--- config.mk ---
export PLATFORM = sky130hd
export DESIGN_NAME = tinyalu_core
export DESIGN_NICKNAME = d
export VERILOG_FILES = /design/src/rtl/tinyalu_pkg.sv /design/src/rtl/tinyalu_mul_pipe.sv /design/src/rtl/tinyalu_core.sv
export SDC_FILE = /design/constraint.sdc
export NUM_CORES = 1
export LEC_CHECK = 0
export CAP_MARGIN = 10
export CORE_UTILIZATION = 35
export CTS_CLUSTER_SIZE = 8
export DETAILED_ROUTE_END_ITERATION = 7
export GPL_TIMING_DRIVEN = 0
export HOLD_SLACK_MARGIN = 0.02
export PLACE_DENSITY = 0.55
export SLEW_MARGIN = 20
export SYNTH_ARGS = -nofsm -noshare
export SYNTH_HDL_FRONTEND = slang
export SYNTH_SLANG_ARGS = --single-unit
export TNS_END_PERCENT = 30
--- constraint.sdc ---
create_clock -name clk -period 6.97 [get_ports clk]
set_input_delay 1.394 -clock clk [delete_from_list [all_inputs] [get_ports clk]]
set_output_delay 1.394 -clock clk [all_outputs]
set_load 0.01 [all_outputs]
--- src/rtl/tinyalu_pkg.sv ---
// Shared definitions for the tinyALU responder: operation encodings and default parameters.
package tinyalu_pkg;

   typedef enum logic [2:0] {
      NO_OP  = 3'b000,
      ADD_OP = 3'b001,
      AND_OP = 3'b010,
      XOR_OP = 3'b011,
      MUL_OP = 3'b100,
      OR_OP  = 3'b101,
      MAD_OP = 3'b110,
      ILL_OP = 3'b111
   } operation_t;

   localparam logic [2:0] OPC_NO  = 3'b000;
   localparam logic [2:0] OPC_ADD = 3'b001;
   localparam logic [2:0] OPC_AND = 3'b010;
   localparam logic [2:0] OPC_XOR = 3'b011;
   localparam logic [2:0] OPC_MUL = 3'b100;
   localparam logic [2:0] OPC_OR  = 3'b101;
   localparam logic [2:0] OPC_MAD = 3'b110;
   localparam logic [2:0] OPC_ILL = 3'b111;

   localparam int DATA_W_DEF  = 8;
   localparam int MUL_LAT_DEF = 3;

endpackage

--- src/rtl/tinyalu_mul_pipe.sv ---
// Registered A*B pipeline with a valid shift chain. The core's result register
// acts as the final stage, so STAGES is MUL_LAT-1 here.
module tinyalu_mul_pipe #(
   parameter int DATA_W = 8,
   parameter int STAGES = 2
) (
   input  logic                  clk,
   input  logic                  reset,
   input  logic                  in_valid,
   input  logic [DATA_W-1:0]     a,
   input  logic [DATA_W-1:0]     b,
   output logic                  out_valid,
   output logic [2*DATA_W-1:0]   prod
);

   localparam int RES_W = 2 * DATA_W;

   logic [RES_W-1:0]  prod_d [STAGES];
   logic [RES_W-1:0]  prod_q [STAGES];
   logic [STAGES-1:0] valid_d;
   logic [STAGES-1:0] valid_q;

   always_comb begin
      prod_d[0]  = RES_W'(a) * RES_W'(b);
      valid_d[0] = in_valid;
      for (int i = 1; i < STAGES; i++) begin
         prod_d[i]  = prod_q[i-1];
         valid_d[i] = valid_q[i-1];
      end
   end

   always_ff @(posedge clk) begin
      if (reset) begin
         for (int i = 0; i < STAGES; i++) begin
            prod_q[i] <= {RES_W{1'b0}};
         end
         valid_q <= {STAGES{1'b0}};
      end else begin
         for (int i = 0; i < STAGES; i++) begin
            prod_q[i] <= prod_d[i];
         end
         valid_q <= valid_d;
      end
   end

   assign prod      = prod_q[STAGES-1];
   assign out_valid = valid_q[STAGES-1];

endmodule

--- src/rtl/tinyalu_core.sv ---
// tinyALU responder: start/done handshake FSM, single-cycle logic/add ops and
// pipelined mul/mad with a held 2*DATA_W result.
module tinyalu_core
   import tinyalu_pkg::*;
#(
   parameter int DATA_W  = DATA_W_DEF,
   parameter int MUL_LAT = MUL_LAT_DEF
) (
   input  logic                  clk,
   input  logic                  reset,
   input  logic                  start,
   input  logic [2:0]            op,
   input  logic [DATA_W-1:0]     A,
   input  logic [DATA_W-1:0]     B,
   input  logic [DATA_W-1:0]     C,
   output logic                  done,
   output logic [2*DATA_W-1:0]   result,
   output logic                  err
);

   localparam int RES_W = 2 * DATA_W;
   localparam int CNT_W = $clog2(MUL_LAT + 2);

   typedef enum logic [1:0] {
      IDLE    = 2'b00,
      BUSY    = 2'b01,
      DONE    = 2'b10,
      RELEASE = 2'b11
   } state_t;

   state_t           state_d, state_q;
   logic [CNT_W-1:0] cnt_d, cnt_q;
   logic             done_d, done_q;
   logic             err_d, err_q;
   logic [RES_W-1:0] result_d, result_q;
   logic [RES_W-1:0] mad_d, mad_q;
   logic [DATA_W-1:0] c_d, c_q;
   operation_t       op_d, op_q;
   operation_t       op_s;
   logic [RES_W-1:0] alu_s;
   logic             mul_start_s;
   logic             mul_valid_s;
   logic [RES_W-1:0] mul_prod_s;

   assign op_s = operation_t'(op);

   always_comb begin
      case (op_s)
         ADD_OP:  alu_s = RES_W'(A) + RES_W'(B);
         AND_OP:  alu_s = RES_W'(A & B);
         XOR_OP:  alu_s = RES_W'(A ^ B);
         OR_OP:   alu_s = RES_W'(A | B);
         default: alu_s = {RES_W{1'b0}};
      endcase
   end

   always_comb begin
      state_d     = state_q;
      cnt_d       = cnt_q;
      done_d      = 1'b0;
      err_d       = 1'b0;
      result_d    = result_q;
      c_d         = c_q;
      op_d        = op_q;
      mul_start_s = 1'b0;
      // mad adds C in the stage after the multiplier output appears
      if (mul_valid_s && (op_q == MAD_OP)) begin
         mad_d = mul_prod_s + RES_W'(c_q);
      end else begin
         mad_d = mad_q;
      end
      case (state_q)
         IDLE: begin
            if (start) begin
               case (op_s)
                  ADD_OP, AND_OP, XOR_OP, OR_OP: begin
                     op_d     = op_s;
                     c_d      = C;
                     result_d = alu_s;
                     done_d   = 1'b1;
                     state_d  = DONE;
                  end
                  MUL_OP: begin
                     op_d        = op_s;
                     c_d         = C;
                     cnt_d       = CNT_W'(MUL_LAT - 1);
                     mul_start_s = 1'b1;
                     state_d     = BUSY;
                  end
                  MAD_OP: begin
                     op_d        = op_s;
                     c_d         = C;
                     cnt_d       = CNT_W'(MUL_LAT);
                     mul_start_s = 1'b1;
                     state_d     = BUSY;
                  end
                  ILL_OP: begin
                     err_d   = 1'b1;
                     state_d = RELEASE;
                  end
                  default: begin
                     state_d = IDLE;
                  end
               endcase
            end else begin
               state_d = IDLE;
            end
         end
         BUSY: begin
            cnt_d = cnt_q - CNT_W'(1);
            if (cnt_q == CNT_W'(1)) begin
               result_d = (op_q == MAD_OP) ? mad_q : mul_prod_s;
               done_d   = 1'b1;
               state_d  = DONE;
            end else begin
               state_d = BUSY;
            end
         end
         DONE: begin
            state_d = start ? RELEASE : IDLE;
         end
         RELEASE: begin
            state_d = start ? RELEASE : IDLE;
         end
         default: begin
            state_d = IDLE;
         end
      endcase
   end

   always_ff @(posedge clk) begin
      if (reset) begin
         state_q  <= IDLE;
         cnt_q    <= {CNT_W{1'b0}};
         done_q   <= 1'b0;
         err_q    <= 1'b0;
         result_q <= {RES_W{1'b0}};
         mad_q    <= {RES_W{1'b0}};
         c_q      <= {DATA_W{1'b0}};
         op_q     <= NO_OP;
      end else begin
         state_q  <= state_d;
         cnt_q    <= cnt_d;
         done_q   <= done_d;
         err_q    <= err_d;
         result_q <= result_d;
         mad_q    <= mad_d;
         c_q      <= c_d;
         op_q     <= op_d;
      end
   end

   tinyalu_mul_pipe #(
      .DATA_W (DATA_W),
      .STAGES (MUL_LAT - 1)
   ) u_mul_pipe (
      .clk       (clk),
      .reset     (reset),
      .in_valid  (mul_start_s),
      .a         (A),
      .b         (B),
      .out_valid (mul_valid_s),
      .prod      (mul_prod_s)
   );

   assign done   = done_q;
   assign err    = err_q;
   assign result = result_q;

endmodule

==> results.txt, run 1 <==
- Nets: a little over 900
* Met3 Resource Use GR: between 2 and 3%
- Critical path required time: between 7 and 8 ns
- Final setup violation count: 0
- Post-synth EDFFs: 0
- At the pin with the least slew margin, the transition time is ~0.83 ns.
* Min cycle time layout: 5.90 ns
- For this run, global-route usage on met2 was measured as between 30% and 40%.
- Arrival time of data at the critical path endpoint: between 6 and 7 ns
- Std cell rows: 48
* Die Width: 136 µm
- After technology mapping, the gate count stands at between 700 and 800.
* Total of flip-flops plus latches after synthesis: 84
* Number of clock buffers inserted by TritonCTS: 9
- Maximum Capacitance Violations: 0
- Number of nets with antenna violations after detailed routing: 0
- In the final layout, the share of cells above drive strength 1 is 5.09%.
* TritonCTS clock tree: yes
- VDD sags by at most ~0.00012 V.
- Entering global routing, the biggest net connects 18 pins.
- CTS placed an instance of clkbuf_16 at the clock tree root.
- Layout overhead on the synthesized area: 16.2%
- In this run the deepest clock path goes through 2 buffers.
* Clk Latency, worst-skew pair: about 0.35 ns
- Number of buffers added for setup after CTS: 0
* Clock edge transition at the registers on the reported setup and hold paths: approximately 0.070 ns
- Category of the worst setup path launch point: input port
- Netlist cell types: approximately 70
- Setup repair after global routing left no endpoint under its margin.
* Min-Delay Path Class: reg2reg
- The worst setup path is captured at a flop.
- The clock tree synthesis step divided the H-tree into 3 levels.
- For this design, the sink count on the clock tree is 84.
- IO Port Bufs: 44
- Detailed-route vias per instance: 5.22
- After synthesis, the share of flip-flops with an asynchronous set or reset is 0%.
* Aggregate negative setup slack: 0 ns
- The worst path meets setup with ~1.1 ns of slack.
* Largest driver fanout on the critical path: 7
* Hold Fails Final Rpt: 0
- Timing would allow up to 0.170 GHz.
* Worst max-slew margin expressed relative to the limit: 44.2%
* Vias after detailed routing: 5,277
- The critical path is of the in2reg type.
- The max-slew violation count came to 0.
* Number of fill cells in the layout: roughly 1,800
- Number of hold buffers added after cts: 0
* Vias in the first global route: 5,451
* Effective utilization at floorplan: between 30% and 40%
- First-pass GRT wire length: between 20,000 and 30,000 µm
* Core Footprint: approximately 0.017 mm²
- Global router's overall resource usage: 19.8%
- Post-Syn Nets: ~860
- After global routing the overflow that remains totals 0.
- The initial antenna violation count is 0.
- Post-route clock skew: 0.00820 ns
- In the synthesized netlist the dominant register cell turns out to be dfxtp_1.
- Ratio of total power to cell area: between 200 and 250 mW/mm²
- After legalization and detailed placement, the total HPWL measured 13,400 µm.
- Busiest layer in global routing: met2
- The detailed router finished its first iteration with 387 violations.
- Die outline area: between 0.015 and 0.02 mm²
* WL/cell: approximately 17 µm
- The final critical path takes up 84.6% of the cycle.
* Io pins: 48
* Placer Congestion: around 0.9
- A synthesized cell averages approximately 8.6 µm².
* Initial DRT Pass Iterations: 5
- Antenna cell count: 0
* Outcome: completed
- Wire length after detailed routing: between 15,000 and 20,000 µm
- Total leakage power: approximately 0.0032 µW
* Number of warnings issued by yosys: 0
- Die Y-Extent: between 100 and 150 µm
* GR Util met1: between 20% and 30%
* Number of instances resized during post-cts repair: 0
* Setup slack at placement: about 0.72 ns
* Netlist area before placement: 0.00626 mm²
* Total DRC errors in the routed layout: 0
- Sequential cell area fraction in the yosys report: a little over a quarter
[sequential cells by signal (all words and copies together), names as in the netlist]
signal and count:
c_q 8, state_q 2, op_q 3, err 1, cnt_q 3, result 16, u_mul_pipe.valid_q 2, mad_q 16
u_mul_pipe.prod_q 32, done 1
[cell usage after synthesis (3+ instances only)]
cell type,number,area (µm²)
and4_1,3,26.3
nand2_1,49,184
nor3b_1,3,22.5
a211o_1,3,26.3
o21ai_0,29,145
nor4_1,4,25.0
o21a_1,9,67.6
nand2b_1,5,31.3
and3_1,7,43.8
nand3_1,11,55.1
nand4_1,4,25.0
ha_1,62,776
inv_1,76,285
fa_1,38,761
xnor2_1,7,61.3
o2bb2ai_1,3,26.3
nand3b_1,5,37.5
nor2_1,91,342
clkbuf_1,20,75.1
nor2b_1,32,200
a2bb2oi_1,3,26.3
xor2_1,4,35.0
a211oi_1,12,90.1
dfxtp_1,84,1680
mux2i_1,19,190
nor3_2,7,70.1
a31oi_1,6,37.5
a21oi_1,38,190
o31ai_1,4,30.0
and2_1,3,18.8
a21o_1,6,45.0
a311oi_1,4,35.0
nor3_1,16,80.1
[power breakdown]
part	internal, µW	switching (µW)
Clock	251	219
Combinational	293	383
Sequential	537	29.5
Total	1080	631
[layout make-up]
cell class | count | area [µm²] | share of cell area (%)
Buffer | 27 | 123 | 1.69
Clock buffer | 9 | 225 | 3.10
Clock inverter | 7 | 65.1 | 0.895
Inverter | 78 | 293 | 4.03
Multi-Input combinational cell | 537 | 4160 | 57.3
Sequential cell | 84 | 1680 | 23.1
Tap cell | 225 | 282 | 3.87
Timing Repair Buffer | 44 | 440 | 6.06
[logic make-up (layout without fill, tap and decap cells)]
logic type	Yosys count	in the layout	share of synthesized area, %
buf+inv	105	165	6.63
simple gates	253	253	20.2
mux	21	21	3.40
fa+ha+maj	100	100	24.5
compound gates	152	152	16.8
xor+xnor	11	11	1.54
flops	84	84	26.9
[cell usage in the layout (no fill, tap or decap), drive strengths merged, types with 5 or more instances in the layout]
cell,n
clkdlybuf4s50,44
xnor2,7
buf,7
and3,7
a21oi,38
inv,81
nor2b,32
nand3,11
a31oi,7
o21ai,32
o21a,9
nor3,23
mux2i,19
clkbuf,29
dfxtp,84
nand2b,5
ha,62
a21o,6
and2,5
o31ai,5
nand2,49
nor2,93
a211oi,12
nand3b,5
fa,38
[final timing paths]
path | start | to | slack, ns | cells after the start
setup / recovery | A[1] | u_mul_pipe.prod_q[0][14] | 1.07 | 15
hold / removal | u_mul_pipe.prod_q[0][8] | u_mul_pipe.prod_q[0][24] | 0.44 | 1
hold reg to reg | u_mul_pipe.prod_q[0][8] | u_mul_pipe.prod_q[0][24] | 0.44 | 1
setup reg to reg | c_q[0] | mad_q[12] | 4.35 | 8
[per-stage QoR]
stage                     std cells  util, %  total power (µW)  instance area [µm²]  hold slack (ns)
after floorplan                 726        -              1060                 6260            0.414
after CTS                      1011     41.9              1730                 7270            0.436
final                          1011     41.9              1710                 7270            0.437
after global routing           1011     41.9              1840                 7270            0.453
after global placement          995     40.2              1250                 6980            0.424
after detailed placement        995     40.2              1250                 6980            0.421
[critical path, cell delays in order]
cell and delay (ns):
clkdlybuf4s50_1 0.51, inv_1 0.29, nor2_1 0.11, fa_1 0.52
fa_1 0.52, fa_1 0.55, inv_1 0.06, fa_1 0.55
inv_1 0.05, ha_1 0.25, nor3_1 0.19, o21ai_0 0.15
and3_1 0.21, o32ai_1 0.38, mux2_2 0.38
[routing by layer]
metal	share of wire, %	routed length (µm)	vias to the layer above
met5	0	0	-
met3	3.6	613	27
met2	47	7890	117
met1	48	8050	2525
met4	2.1	363	0
li1	-	-	2608
No activity file was read; power rests on OpenSTA's default activity.
==> run 2: changes to the inputs <==
PLACE_DENSITY = 0.57   (was 0.55)
clock period = 4.9 ns   (was 6.97 ns; I/O delays follow)
==> results.txt, run 2 (synthesis results as in run 1) <==
* Cell at the root of the clock tree: clkbuf_16 (unchanged)
* Min cycle time layout: about 4.8 ns
- Placer Congestion: 0.855 (was 0.874)
* DRC violation total after the first TritonRoute iteration: 459 (was 387)
* Critical-path cell with the highest stage delay: fa_1 (unchanged)
* H-tree depth: 3 (unchanged)
- Share of post-route cells with drive strength above 1: 11.6% (was 5.09%)
- Clk Latency, worst-skew pair: 0.34 ns (was 0.35 ns)
* Max Slew Vio Count: 0 (unchanged)
- The x dimension of the die is 136 µm (unchanged).
* Worst max-slew margin expressed relative to the limit: 44.7% (was 44.2%)
* Clock edge transition at the registers on the reported setup and hold paths: 0.07 ns (about the same)
* Critical path's top delay family: adder cells (unchanged)
- Tightest Pin Transition: 0.822 ns (was 0.829 ns)
* Post-Route Hold Slack: 0.435 ns (was 0.437 ns)
- The worst-case setup margin in the final layout was 0.138 ns (was 1.07 ns).
- Gate power share: 41.4% (was 39.5%)
- The critical path startpoint category is an input port (unchanged).
- The total power consumption of the routed design is 2500 µW (was 1710 µW).
- Wire length after detailed routing: 16,200 µm (was 16,900 µm)
* Estimated wirelength of the detail-placed design: 12,800 µm (was 13,400 µm)
- The number of vias after detailed routing was 5,235 (was 5,277).
* First-pass GRT wire length: 27,100 µm (was 27,900 µm)
* Largest driver fanout on the critical path: 4 (was 7)
- Crit path kind: in2reg (unchanged)
- The area taken by multi-input logic gates came to 0.00427 mm² (was 0.00416 mm²).
* Max FFs per register: 32 (unchanged)
* Outcome: completed (unchanged)
* Chain of cells forming the critical path: dlygate4sd2_1 > nand2_1 > fa_1 > fa_1 > inv_1 > fa_1 > inv_1 > fa_1 > inv_1 > ha_2 > o21ai_1 > nand2b_1 > and3_4 > or4_1 > and3_1 (was clkdlybuf4s50_1 > inv_1 > nor2_1 > fa_1 > fa_1 > fa_1 > inv_1 > fa_1 > inv_1 > ha_1 > nor3_1 > o21ai_0 > and3_1 > o32ai_1 > mux2_2)
- Number of buffers on the longest clock path: 2 (unchanged)
- Final setup violation count: 0 (unchanged)
- Switching portion of total power: 37.0% (was 36.9%)
* Pin count of the biggest net entering global routing: 18 (unchanged)
- Ratio of total power to cell area: 337 mW/mm² (was 235 mW/mm²)
- Effective utilization at floorplan: 36.1% (unchanged)
* Arrival time of data at the critical path endpoint: 5.00 ns (was 6.13 ns)
- Antenna violations before repair: 0 (unchanged)
* Antenna cell count: 0 (unchanged)
- The number of vias per cell came to 5.13 (was 5.22).
- The number of standard-cell rows in the floorplan is 48 (unchanged).
- The final hold violation count came to 0 (unchanged).
* WL/cell: 15.9 µm (was 16.7 µm)
- Sort of element at the end of the critical path: flop (unchanged)
- The relative contribution of sequential cells to total power is 32.2% (was 33.1%).
* Clk sink count: 84 (unchanged)
* Critical path required time: 5.14 ns (was 7.21 ns)
- The maximum ir drop on the vdd rail came to 0.000168 V (was 0.000122 V).
- The area added between synthesis and finish was 18.6% (was 16.2%).
* Most repeated library cell on the critical path: fa_1 (unchanged)
* Io pins: 48 (unchanged)
* IO Port Bufs: 44 (unchanged)
* Total DRC errors in the routed layout: 0 (unchanged)
* Final design area excluding fillers: 0.00743 mm² (was 0.00727 mm²)
- Number of clock buffers inserted by TritonCTS: 9 (unchanged)
- The post-detailed-route count of antenna-violating nets came to 0 (unchanged).
- Core Footprint: 0.0174 mm² (unchanged)
* Largest register by flop count: u_mul_pipe.prod_q (unchanged)
- Maximum Capacitance Violations: 0 (unchanged)
- The highest cell delay on the worst timing path was 0.56 ns (was 0.55 ns).
- The number of buffers and inverters on the critical path is 4 (unchanged).
* Die outline area: 0.0184 mm² (unchanged)
* Period Utilization, post-route: a little over nine tenths
- The net switching power was 926 µW (was 631 µW).
- The fill cell instance count of the final layout came to 1,766 (was 1,758).
* Nets: 920 (was 911)
* TritonCTS clock tree: yes (unchanged)
- Internal: 1580 µW (was 1080 µW)
- The worst-case setup slack after placement is -0.866 ns (was 0.716 ns).
- The total iterations of the first detailed-routing run was 5 (unchanged).
* Achievable clock frequency: ~0.21 GHz
- Global router's overall resource usage: 19.1% (was 19.8%)
- The vertical die dimension was 136 µm (unchanged).
- Commonest cells after routing, fill and taps aside: nor2_1, dfxtp_1, inv_1 (unchanged)
- Total area of sequential cells: 0.00168 mm² (unchanged)
- Share of power burned in the clock network: 26.5% (was 27.4%)
- The worst clock skew on the final layout came to 0.00787 ns (was 0.00820 ns).
- The standby leakage power came to 0.00323 µW (was 0.00319 µW).
- Min-Delay Path Class: reg2reg (unchanged)
- The via count of the first global-routing pass came to 5,185 (was 5,451).
- Grt total ovfl: 0 (unchanged)
- The area of placed instances came to 0.00698 mm² (unchanged).
==> run 2: cell types whose count changed in the layout (fill, tap and decap cells not counted), moves of 6 or more <==
cell / previous run / this run
clkdlybuf4s50_1: 44 / 30
inv_1: 76 / 64
buf_4: 1 / 10
clkbuf_2: 0 / 8
inv_2: 0 / 7
nor2_1: 91 / 84
nor2_2: 2 / 8
==> run 2: stage by stage <==
stage                     cells  TNS [ns]  util, %
after floorplan             726         0        -
after detailed placement    995     -4.91     40.2
after CTS                  1015         0     42.4
after global routing       1020   -0.0172     42.8
final                      1020         0     42.8
after global placement      995     -4.90     40.2
==> run 2: power by group through the flow <==
stage / clock network, µW / logic (µW) / registers [µW]
2_1_floorplan: 0 / 707 / 808
3_3_place_gp: 0 / 956 / 819
3_5_place_dp: 0 / 955 / 820
4_1_cts: 678 / 1000 / 804
5_1_grt: 714 / 1180 / 814
6_report: 662 / 1030 / 805
==> run 2: final timing paths <==
kind,slack (ns),from,cells past startpoint,end
max reg2reg,2.37,c_q[0],8,mad_q[10]
min reg2reg,0.43,u_mul_pipe.prod_q[0][3],1,u_mul_pipe.prod_q[0][19]
max,0.14,B[4],15,u_mul_pipe.prod_q[0][12]
min,0.43,u_mul_pipe.prod_q[0][3],1,u_mul_pipe.prod_q[0][19]
==> run 2: metal layers <==
layer | wire [µm] | GRT usage (%) | vias up
li1 | - | - | 2632
met1 | 7690 | 25.5 | 2463
met2 | 7640 | 31.3 | 118
met3 | 602 | 3.44 | 22
met4 | 257 | 5.31 | 0
met5 | 0 | 0 | -
==> run 2: area by class of cell <==
type,instances,area share (%)
Timing Repair Buffer,53,6.27
Sequential cell,84,22.6
Buffer,27,1.65
Clock inverter,7,0.944
Multi-Input combinational cell,537,57.5
Inverter,78,4.18
Clock buffer,9,3.03
Tap cell,225,3.79
==> run 2: worst register-to-register path: stages (launching register included) <==
cell and delay [ns]:
dfxtp_1 0.36, ha_1 0.20, inv_1 0.06, fa_1 0.40, nor2b_1 0.19, o2111ai_1 0.15
a32oi_1 0.63, nand4_1 0.17, a311oi_1 0.27
==> run 2: repair_timing <==
action                     CTS  global route
setup endpoints to repair    6             5
gates resized for setup     43            36
hold buffers                 0             0
pin swaps                    4             7
buffers inserted             4             5
==> run 3: changes to the inputs <==
CORE_UTILIZATION = 32   (was 35)
PLACE_DENSITY = 0.54   (was 0.57)
==> results.txt, run 3 (synthesis results as in run 1) <==
- Arrival time of data at the critical path endpoint: 4.99 ns (was 5.00 ns)
- Number of nets with antenna violations after detailed routing: 0 (unchanged)
* Clk sink count: 84 (unchanged)
- The wire length of the first global-routing pass is 27,400 µm (was 27,100 µm).
* Vias in the first global route: 5,211 (was 5,185)
* Detailed-route vias per instance: 5.03 (was 5.13)
- DP Cell Count: 1,030 (was 995)
- The number of standard-cell rows in the floorplan is 50 (was 48).
* Multi-input combinational cell area: 0.00426 mm² (was 0.00427 mm²)
- The worst clock skew on the final layout was 0.00820 ns (was 0.00787 ns).
- Number of buffers on the longest clock path: 2 (unchanged)
- Grt total ovfl: 0 (unchanged)
- The share of cells above drive strength 1 was 12.1% (was 11.6%).
- Core Footprint: 0.0190 mm² (was 0.0174 mm²)
* Worst max-slew margin expressed relative to the limit: 48.7% (was 44.7%)
- The average wire per standard cell was 15.9 µm (about the same).
- Max Slew Vio Count: 0 (unchanged)
* Die Width: 142 µm (was 136 µm)
* Chain of cells forming the critical path: dlygate4sd2_1 > ha_2 > fa_1 > fa_1 > fa_1 > inv_1 > fa_1 > inv_1 > ha_2 > o21ai_1 > nand2b_1 > and3_4 > or4_1 > and3_1 (was dlygate4sd2_1 > nand2_1 > fa_1 > fa_1 > inv_1 > fa_1 > inv_1 > fa_1 > inv_1 > ha_2 > o21ai_1 > nand2b_1 > and3_4 > or4_1 > and3_1)
- RSZ-0062 raised after global routing: false
* Hold Fails Final Rpt: 0 (unchanged)
- The type of destination of the critical path is a flop (unchanged).
- Number of fill cells in the layout: 1,977 (was 1,766)
- The number of buffers inserted by port buffering is 44 (unchanged).
- The final RePlAce weighted congestion is 0.876 (was 0.855).
* Peak supply drop: 0.000201 V (was 0.000168 V)
- Effective utilization at floorplan: 33.0% (was 36.1%)
* Wire length after detailed routing: 16,800 µm (was 16,200 µm)
- The master cell of the clock root buffer is clkbuf_16 (unchanged).
- Number of hold buffers added after cts: 0 (unchanged)
* Total leakage power: 0.00325 µW (was 0.00323 µW)
- The number of H-tree levels came to 3 (unchanged).
- The TritonCTS buffer count was 9 (unchanged).
- The count of max-cap constraint violations is 0 (unchanged).
* Commonest cells after routing, fill and taps aside: nor2_1, dfxtp_1, inv_1 (unchanged)
- Largest register by flop count: u_mul_pipe.prod_q (unchanged)
- The number of DRC violations after detailed routing was 0 (unchanged).
- Critical-path cell with the highest stage delay: fa_1 (unchanged)
* Crit path kind: in2reg (unchanged)
- Max FFs per register: 32 (unchanged)
- Setup slack at placement: -0.924 ns (was -0.866 ns)
* Estimated wirelength of the detail-placed design: 13,200 µm (was 12,800 µm)
- The highest cell delay on the worst timing path is 0.53 ns (was 0.56 ns).
- Setup slack after layout: 0.140 ns (was 0.138 ns)
- Outcome: completed (unchanged)
- The clock-pin slew reported for the worst setup and hold paths after clock tree synthesis came to 0.06 ns (was 0.07 ns).
* Achievable clock frequency: 0.210 GHz (about the same)
- The vertical die dimension is 142 µm (was 136 µm).
* Initial DRT Pass Iterations: 5 (unchanged)
- The highest fanout seen on the critical path was 4 (unchanged).
* Ratio of total power to cell area: 346 mW/mm² (was 337 mW/mm²)
* Commonest non-fill, non-tap cell in the layout: nor2_1
* Antenna violations before repair: 0 (unchanged)
* DRC violation total after the first TritonRoute iteration: 370 (was 459)
- The total setup violations reported at the end of the flow was 0 (unchanged).
- The final period demand of the worst path was 4.76 ns (about the same).
* Tightest Pin Transition: 0.770 ns (was 0.822 ns)
- The critical path data required time is 5.13 ns (was 5.14 ns).
- The number of inserted diodes came to 0 (unchanged).
* Min-Delay Path Class: reg2reg (unchanged)
- The total power consumption of the routed design is 2590 µW (was 2500 µW).
- The cell seen most often among critical-path stages is fa_1 (unchanged).
* TritonCTS clock tree: yes (unchanged)
- The number of placed I/O pins came to 48 (unchanged).
- Clk Latency, worst-skew pair: 0.34 ns (about the same)
- Vias after detailed routing: 5,312 (was 5,235)
- The area added between synthesis and finish was 19.7% (was 18.6%).
- Total area of sequential cells: 0.00168 mm² (unchanged)
- Pin count of the biggest net entering global routing: 17 (was 18)
- Aggregate negative setup slack: 0 ns (unchanged)
- The post-route clock period utilization is 97.1% (was 97.2%).
- The area of the die came to 0.0201 mm² (was 0.0184 mm²).
* Category of the worst setup path launch point: input port (unchanged)
- The filler-free cell count of the finished design was 1,056 (was 1,020).
* Nets: 921 (was 920)
* Share of the core filled with cells: 39.5% (was 42.8%)
- Global router's overall resource usage: 17.7% (was 19.1%)
==> run 3: layout make-up <==
cell class / instances / area share [%]
Multi-Input combinational cell: 537 / 56.9
Sequential cell: 84 / 22.4
Timing Repair Buffer: 54 / 6.21
Tap cell: 260 / 4.34
Inverter: 78 / 4.11
Clock buffer: 9 / 3.00
Buffer: 27 / 1.64
Clock inverter: 7 / 1.40
==> run 3: critical path, delay by kind of cell <==
kind,cells,cell delay [ns]
AND/OR/NAND/NOR,4,0.95
adder cells (fa/ha/maj),6,2.53
buffers and inverters,3,0.38
AO/OA/AOI/OAI,1,0.14
==> run 3: stage by stage <==
step	hold slack, ns	area [µm²]
floorplan	0.414	6260
global route	0.460	7500
global placement	0.418	7030
finish	0.435	7500
detailed placement	0.423	7030
CTS	0.442	7430
==> run 3: worst paths after layout <==
check                          start                  endpoint  slack (ns)  cells after the start
min reg2reg  u_mul_pipe.prod_q[0][3]  u_mul_pipe.prod_q[0][19]        0.43                      1
max                             B[3]  u_mul_pipe.prod_q[0][12]        0.14                     14
min          u_mul_pipe.prod_q[0][3]  u_mul_pipe.prod_q[0][19]        0.43                      1
max reg2reg                   c_q[0]                 mad_q[14]        2.37                      8
==> run 3: layer usage <==
| metal | vias to the layer above | global-route usage, % | part of all wire [%] |
|---|---|---|---|
| met5 | - | 0 | 0 |
| met4 | 0 | 5.04 | 1.5 |
| met3 | 17 | 3.07 | 4.4 |
| met2 | 118 | 29.2 | 46 |
| met1 | 2552 | 23.5 | 48 |
| li1 | 2625 | - | - |
==> run 3: report_power, final <==
part | internal, µW | leakage (µW) | switching, µW
sequential | 764 | 0.000687 | 42.1
clock | 455 | 0.000159 | 298
combinational | 460 | 0.00241 | 576
==> run 3: repair_timing <==
item | CTS | global route
setup endpoints to repair | 6 | 4
endpoints found under the hold margin | 0 | 0
cloned | 0 | 0
pin swaps | 4 | 5
setup buffers | 3 | 7
resized for setup | 44 | 39
